[config.mk]
export PLATFORM = sky130hd
export DESIGN_NAME = pipe_buf_stage
export DESIGN_NICKNAME = d
export VERILOG_FILES = /design/src/rtl/pipe_buf_stage.sv
export SDC_FILE = /design/constraint.sdc
export NUM_CORES = 1
export LEC_CHECK = 0
export ABC_CLOCK_PERIOD_IN_PS = 4900
export BUFFER_PORTS_ARGS = -buffer_cell sky130_fd_sc_hd__buf_2
export CORE_AREA = 2 2 58 60
export DETAILED_ROUTE_END_ITERATION = 8
export DIE_AREA = 0 0 60 62
export GPL_TIMING_DRIVEN = 0
export HOLD_SLACK_MARGIN = 0.03
export PLACE_DENSITY = 0.8
export SLEW_MARGIN = 0
export SYNTH_ARGS = -nofsm -noshare
export SYNTH_HDL_FRONTEND = slang
export SYNTH_SLANG_ARGS = --single-unit
[constraint.sdc]
create_clock -name clk -period 4.9 [get_ports clk]
set_input_delay 0.49 -clock clk [delete_from_list [all_inputs] [get_ports clk]]
set_output_delay 0.49 -clock clk [all_outputs]
set_load 0.02 [all_outputs]
[src/rtl/pipe_buf_stage.sv]
`default_nettype none
// ============================================================================
// Module   : pipe_buf_stage
// Brief    : Valid/ready pipeline buffer with a DEPTH-entry circular queue,
//            synchronous flush and a BUBBLE payload while empty.
//            Optional occupancy statistics enabled by macro PIPE_BUF_STAT_EN.
// Revision : 1.0 - initial release
// ============================================================================
module pipe_buf_stage #(
  parameter int               WIDTH      = 32,
  parameter int               DEPTH      = 1,
  parameter int               READY_PASS = 0,
  parameter logic [WIDTH-1:0] BUBBLE     = '0,
  localparam int              CW         = $clog2(DEPTH + 1)
) (
  input  logic             clk,
  input  logic             reset,
  input  logic             flush,
  input  logic             in_valid,
  output logic             in_ready,
  input  logic [WIDTH-1:0] in_data,
  output logic             out_valid,
  input  logic             out_ready,
  output logic [WIDTH-1:0] out_data,
  output logic [CW-1:0]    count
`ifdef PIPE_BUF_STAT_EN
  ,
  output logic [31:0]      stall_cnt,
  output logic [31:0]      bubble_cnt
`endif
);

  localparam int                 c_ptr_w    = (DEPTH > 1) ? $clog2(DEPTH) : 1;
  localparam logic [c_ptr_w-1:0] c_last_ptr = c_ptr_w'(DEPTH - 1);
  localparam logic [CW-1:0]      c_depth    = CW'(DEPTH);

  generate
    if (DEPTH < 1 || DEPTH > 8 || WIDTH < 1) begin : g_bad_param
      $error("pipe_buf_stage: DEPTH must be 1..8 and WIDTH >= 1");
    end
  endgenerate

  logic [WIDTH-1:0]   r_mem [DEPTH];
  logic [c_ptr_w-1:0] r_wr_ptr;
  logic [c_ptr_w-1:0] r_rd_ptr;
  logic [CW-1:0]      r_count;
  logic               w_full;
  logic               w_push;
  logic               w_pop;

  // Pointers wrap explicitly so non-power-of-2 depths work.
  function automatic logic [c_ptr_w-1:0] f_next_ptr(input logic [c_ptr_w-1:0] ptr);
    return (ptr == c_last_ptr) ? '0 : ptr + c_ptr_w'(1);
  endfunction

  assign w_full    = (r_count == c_depth);
  assign out_valid = (r_count != '0);
  assign out_data  = out_valid ? r_mem[r_rd_ptr] : BUBBLE;
  assign count     = r_count;
  assign w_push    = in_valid & in_ready;
  assign w_pop     = out_valid & out_ready;

  generate
    if (READY_PASS != 0) begin : g_ready_pass
      assign in_ready = ~w_full | out_ready;
    end else begin : g_ready_reg
      assign in_ready = ~w_full;
    end
  endgenerate

  always_ff @(posedge clk) begin
    if (!reset || flush) begin
      r_wr_ptr <= '0;
      r_rd_ptr <= '0;
      r_count  <= '0;
    end else begin
      if (w_push) r_wr_ptr <= f_next_ptr(r_wr_ptr);
      if (w_pop)  r_rd_ptr <= f_next_ptr(r_rd_ptr);
      r_count <= r_count + CW'(w_push) - CW'(w_pop);
    end
  end

  // Payload storage is deliberately left out of reset.
  always_ff @(posedge clk) begin
    if (reset && !flush && w_push) begin
      r_mem[r_wr_ptr] <= in_data;
    end
  end

`ifdef PIPE_BUF_STAT_EN
  logic [31:0] r_stall_cnt;
  logic [31:0] r_bubble_cnt;

  always_ff @(posedge clk) begin
    if (!reset) begin
      r_stall_cnt  <= '0;
      r_bubble_cnt <= '0;
    end else begin
      if (out_valid && !out_ready && r_stall_cnt != '1)  r_stall_cnt  <= r_stall_cnt + 32'd1;
      if (!out_valid && out_ready && r_bubble_cnt != '1) r_bubble_cnt <= r_bubble_cnt + 32'd1;
    end
  end

  assign stall_cnt  = r_stall_cnt;
  assign bubble_cnt = r_bubble_cnt;
`endif

endmodule
`default_nettype wire

==> impl_metrics.json, run 1 <==
{
  "rsz0062_at_grt": "false",
  "synth_compound_area_share_pct": 1.22,
  "ys_seq_area_share_pct": 79.4,
  "synth_seq_cells": 33,
  "grt_pass1_vias": 741,
  "start_util_pct": 38.8,
  "startpoint_type": "flop",
  "max-slew-margin-rel_pct": 49.6,
  "viasPerCell": 4.23,
  "fin_crit_sh_pct": 41.0,
  "grt.total_usage_pct": 12.6,
  "drt_iter0_drc": 46,
  "setup_violations": 0,
  "yosys-mux-area-fraction_pct": 0,
  "critPathCaptureType": "output pin",
  "avgSynthCellArea_um2": 16.7,
  "tightestPinTransition_ps": 754,
  "nets": 192,
  "hold_viol_final": 0,
  "p_leak_uw": 0.000799,
  "clock.fmax_mhz": 497,
  "die-width_um": 60,
  "finClkSkew_ps": 7.66,
  "cts_resized": 0,
  "cts_tree": "done",
  "grt_first_pass_wirelength_um": 3210,
  "reg2reg_slack_ps": 2930,
  "coreArea_um2": 3180,
  "worstHoldPathCells": 1,
  "clkPwrFrac_pct": 34.3,
  "min-delay-start": "in_data[17]",
  "dieArea_um2": 3720,
  "max-cap-violations": 0,
  "vias": 854,
  "power.internal_uw": 446,
  "synth_top_family_by_area": "simple AND/OR/NAND/NOR gates",
  "cp_num_buf_inv": 2,
  "hold_class": "in -> reg",
  "post_cts_buffers": 0,
  "outcome": "completed",
  "dp_slack_ps": 2790,
  "crit_path_cell_trace": "clkbuf_1 > and2_1 > buf_2",
  "layout_setup_ws_ps": 2890,
  "p_comb_share_pct": 8.6,
  "ys_types": 9,
  "slew_viol_final": 0,
  "antenna_found_initial": 0,
  "hold_buffers": 0,
  "ios": 72,
  "antenna_left": 0,
  "syn2layout_area_growth_pct": 41.8,
  "clkTransAtPathRegs_ps": 100,
  "antenna_cells": 0,
  "arrival_ps": 1520,
  "clock_path_buffers": 2,
  "synth_simple_gate_area_share_pct": 17.2,
  "r2r_end": "r_mem[0][8]$_DFFE_PP_",
  "reg2reg_depth": 3,
  "wl_um": 2320,
  "synth_xor_area_share_pct": 0,
  "rr_startpoint": "count$_SDFF_PP0_",
  "netlist_area_um2": 1230,
  "crit_type": "reg -> out",
  "synth_warnings": 0,
  "min_to": "r_mem[0][17]$_DFFE_PP_",
  "fin_crit_ps": 2010,
  "cts_buffers": 5,
  "dp_hpwl_um": 1810,
  "drive_gt1_share_pct": 53.2,
  "drc_errors": 0,
  "slowest_delay_ps": 560,
  "wl_per_cell_um": 11.5,
  "crit_path_max_fanout": 11,
  "synth_fa_ha_area_share_pct": 0,
  "synth_cells": 74,
  "crit_slowest_cell": "dfxtp_1",
  "grt_max_degree": 12,
  "gr-total-overflow": 0,
  "placementRows": 21,
  "dr.pass1.iters": 4,
  "p_switching_uw": 115,
  "io_buffers": 71,
  "peakVddDrop_mv": 0.163,
  "powerDensity_nw_per_um2": 321,
  "syn-num-nets": 111,
  "p_seq_share_pct": 57.2,
  "cpLargestDelayFamily": "flip-flops",
  "clock_sinks": 33,
  "placed_area_um2": 1680,
  "htreeDepth": 2,
  "cp.required_ps": 4410,
  "root_buffer": "clkbuf_4",
  "switching_share_pct": 20.5,
  "die_h_um": 62,
  "clock_latency_ps": 320,
  "fin_area_um2": 1750,
  "gp_congestion": 0.634
}
==> cell families after synthesis <==
family / Yosys count
simple gates: 34
flops: 33
buf+inv: 6
compound gates: 1
==> cell usage in the layout, fill, tap and decap left out, types with 2 or more instances in the layout <==
master,count
buf_2,71
clkbuf_1,4
buf_4,4
inv_1,2
edfxtp_1,32
clkbuf_4,5
and2_1,32
==> cells in the mapped netlist, drive strengths merged <==
cell	instances	area, um2
buf	1	7.51
inv	2	7.51
clkbuf	3	11.3
dfxtp	1	20.0
nor4b	1	8.76
a2111oi	1	15.0
edfxtp	32	961
and2	32	200
nor2	1	3.75
==> metrics by stage <==
step | power [uW] | hold WS, ps | instances | util (%) | TNS [ps]
global route | 585 | 309 | 202 | 55.1 | 0
finish | 562 | 333 | 202 | 55.1 | 0
global placement | 373 | 654 | 191 | 51.8 | -19950
CTS | 570 | 313 | 202 | 55.1 | 0
floorplan | 350 | 566 | 74 | - | 0
detailed placement | 377 | 668 | 194 | 52.7 | 0
==> per-layer routing <==
layer  share of wire, %  vias to the layer above  global-route usage (%)
met5                  0                        -                       0
met4                1.1                        0                    10.5
met3                9.4                        2                    4.55
met2                 51                       44                    21.7
met1                 38                      388                    12.1
li1                   -                      420                       -
==> registers in the layout, summed over array words and instances (netlist names) <==
signal  flops
r_mem      32
count       1
==> how the worst max path moves through the flow <==
stage	endpoint	depth (start not counted)	slack, ps	from
2_1_floorplan	r_mem[0][0]$_DFFE_PP_	1	490	count$_SDFF_PP0_
3_3_place_gp	r_mem[0][14]$_DFFE_PP_	2	-620	flush
3_5_place_dp	r_mem[0][16]$_DFFE_PP_	4	2790	flush
4_1_cts	out_data[30]	3	2860	count$_SDFF_PP0_
5_1_grt	out_data[30]	3	2710	count$_SDFF_PP0_
6_report	out_data[30]	3	2890	count$_SDFF_PP0_
==> worst register-to-register path, cell delays in order, from the launching register on <==
cell and delay [ps]:
dfxtp_1 440, nor4b_2 740, buf_4 310, buf_4 200
==> layout make-up <==
cell class / count / area, um2
fill: 263 / 1430
sequential: 33 / 981
timing repair buffer: 74 / 378
multi-input combinational: 35 / 234
tap: 46 / 57.6
clock buffer: 6 / 41.3
clock inverter: 2 / 33.8
buffer: 4 / 18.8
inverter: 2 / 7.51
==> power by group through the flow <==
| stage | registers [uW] | logic (uW) | clock network, uW |
|---|---|---|---|
| after floorplan | 328 | 22.1 | 0 |
| after global placement | 328 | 45.2 | 0 |
| after detailed placement | 328 | 48.9 | 0 |
| after CTS | 321 | 49.1 | 200 |
| after global routing | 322 | 52.9 | 211 |
| final | 321 | 48.1 | 192 |
Note: power is estimated with default switching activity, not from simulation.
==> inputs of run 2 (changes only) <==
ABC_CLOCK_PERIOD_IN_PS = 1700   (was 4900)
CORE_AREA = 2 2 61 63   (was 2 2 58 60)
DIE_AREA = 0 0 63 65   (was 0 0 60 62)
PLACE_DENSITY = 0.77   (was 0.8)
clock period = 1.7 ns   (was 4.9 ns; I/O delays follow)
==> impl_metrics.json, run 2 (synthesis results as in run 1) <==
{
  "cts_resized": 0,
  "largest_reg_flops": 32,
  "antenna_cells": 0,
  "utilization_pct": 59.6,
  "dp_slack_ps": -250,
  "dp_hpwl_um": 1770,
  "largest_register": "r_mem",
  "cp.required_ps": 1530,
  "nets": 226,
  "die_h_um": 65,
  "drive_gt1_share_pct": 44.2,
  "hold_class": "in -> reg",
  "die-width_um": 63,
  "coreArea_um2": 3500,
  "max-cap-violations": 0,
  "max-slew-margin-rel_pct": 74.4,
  "crit_type": "reg -> out",
  "gp_congestion": 0.656,
  "stdcell_count": 238,
  "final_common_cell": "buf_2",
  "clock_sinks": 33,
  "placementRows": 22,
  "root_buffer": "clkbuf_4",
  "critPathCaptureType": "output pin",
  "cts_buffers": 5,
  "setup_violations": 0,
  "wl_um": 2720,
  "finClkSkew_ps": 6.19,
  "slew_viol_final": 0,
  "viasPerCell": 4.08,
  "peakVddDrop_mv": 0.352,
  "syn2layout_area_growth_pct": 68.6,
  "p_leak_uw": 0.000936,
  "ios": 72,
  "clock.fmax_mhz": 649,
  "grt_max_degree": 17,
  "gr-total-overflow": 0,
  "drc_errors": 0,
  "place_inst": 194,
  "clock_path_buffers": 2,
  "tightestPinTransition_ps": 382,
  "hold_viol_final": 0,
  "reg2reg_slack_ps": 290,
  "rr_startpoint": "count$_SDFF_PP0_",
  "outcome": "completed",
  "endpoint": "out_data[19]",
  "powerDensity_nw_per_um2": 734,
  "slowest_delay_ps": 430,
  "arrival_ps": 1370,
  "rsz0062_at_grt": "false",
  "layout_setup_ws_ps": 158,
  "grt.total_usage_pct": 14.2,
  "wl_per_cell_um": 11.4,
  "worstSetupStartpoint": "count$_SDFF_PP0_",
  "reg2reg_depth": 2,
  "startpoint_type": "flop",
  "crit_slowest_cell": "dfxtp_4",
  "start_util_pct": 35.3,
  "grt_first_pass_wirelength_um": 4330,
  "fin_crit_sh_pct": 90.7,
  "cts_tree": "done",
  "whs_ps": 52.7,
  "crit_path_cell_trace": "clkbuf_1 > and2_1 > buf_2",
  "clkTransAtPathRegs_ps": 90,
  "antenna_found_initial": 0,
  "finalSetupTns_ps": 0,
  "grt_pass1_vias": 972,
  "drt_iter0_drc": 9,
  "r2r_end": "r_mem[0][8]$_DFFE_PP_",
  "antenna_left": 0,
  "clock_latency_ps": 320,
  "htreeDepth": 2,
  "dieArea_um2": 4100,
  "crit_path_max_fanout": 11,
  "vias": 970,
  "dr.pass1.iters": 2,
  "layout_common_cells": "buf_2, dlygate4sd3_1, and2_1, edfxtp_1",
  "fin_crit_ps": 1540,
  "io_buffers": 71
}
-- run 2: cell types whose count changed in the layout (fill, tap and decap cells not counted), sizes merged --
cell and change:
buf +1, dlygate4sd3 +33, bufinv -1, clkbuf +1
-- run 2: where the power goes --
part / switching (uW) / internal, uW
clock network: 241 / 159
logic: 86.7 / 115
registers: 8.45 / 917
-- run 2: how the worst min path moves through the flow --
stage,from,to,slack (ps),cells past startpoint
after floorplan,flush,count$_SDFF_PP0_,240,1
after global placement,in_data[0],r_mem[0][0]$_DFFE_PP_,350,1
after detailed placement,in_data[16],r_mem[0][16]$_DFFE_PP_,350,1
after CTS,flush,count$_SDFF_PP0_,40,2
after global routing,flush,count$_SDFF_PP0_,40,2
final,flush,count$_SDFF_PP0_,50,2
-- run 2: cell type report --
class / instances / area [um2]
Buffer: 4 / 18.8
Clock buffer: 7 / 45.0
Clock inverter: 1 / 3.75
Fill cell: 305 / 1410
Inverter: 2 / 7.51
Multi-Input combinational cell: 35 / 243
Sequential cell: 33 / 985
Tap cell: 48 / 60.1
Timing Repair Buffer: 108 / 719
-- run 2: worst max-delay path, delay by kind of cell (launching register included) --
| kind | cells | cell delay, ps |
|---|---|---|
| buffers and inverters | 2 | 430 |
| DFF | 1 | 430 |
| and+or+nand+nor | 1 | 180 |
-- run 2: layer usage --
metal | track usage (%) | up-vias | share of wire, %
li1 | - | 484 | -
met1 | 14.5 | 438 | 37
met2 | 26.3 | 43 | 54
met3 | 3.99 | 5 | 7.0
met4 | 7.50 | 0 | 1.8
met5 | 0 | - | 0
-- run 2: repair_timing --
action                                  4_1_cts  5_1_grt
buffers inserted                              3        0
endpoints found under the setup margin       32        0
hold endpoints to repair                     33        0
hold buffers                                 33        0
-- run 2: per-stage QoR --
step / cell area [um2] / total power [uW]
2_1_floorplan: 1250 / 1010
3_3_place_gp: 1670 / 1080
3_5_place_dp: 1680 / 1080
4_1_cts: 2080 / 1550
5_1_grt: 2080 / 1600
6_report: 2080 / 1530
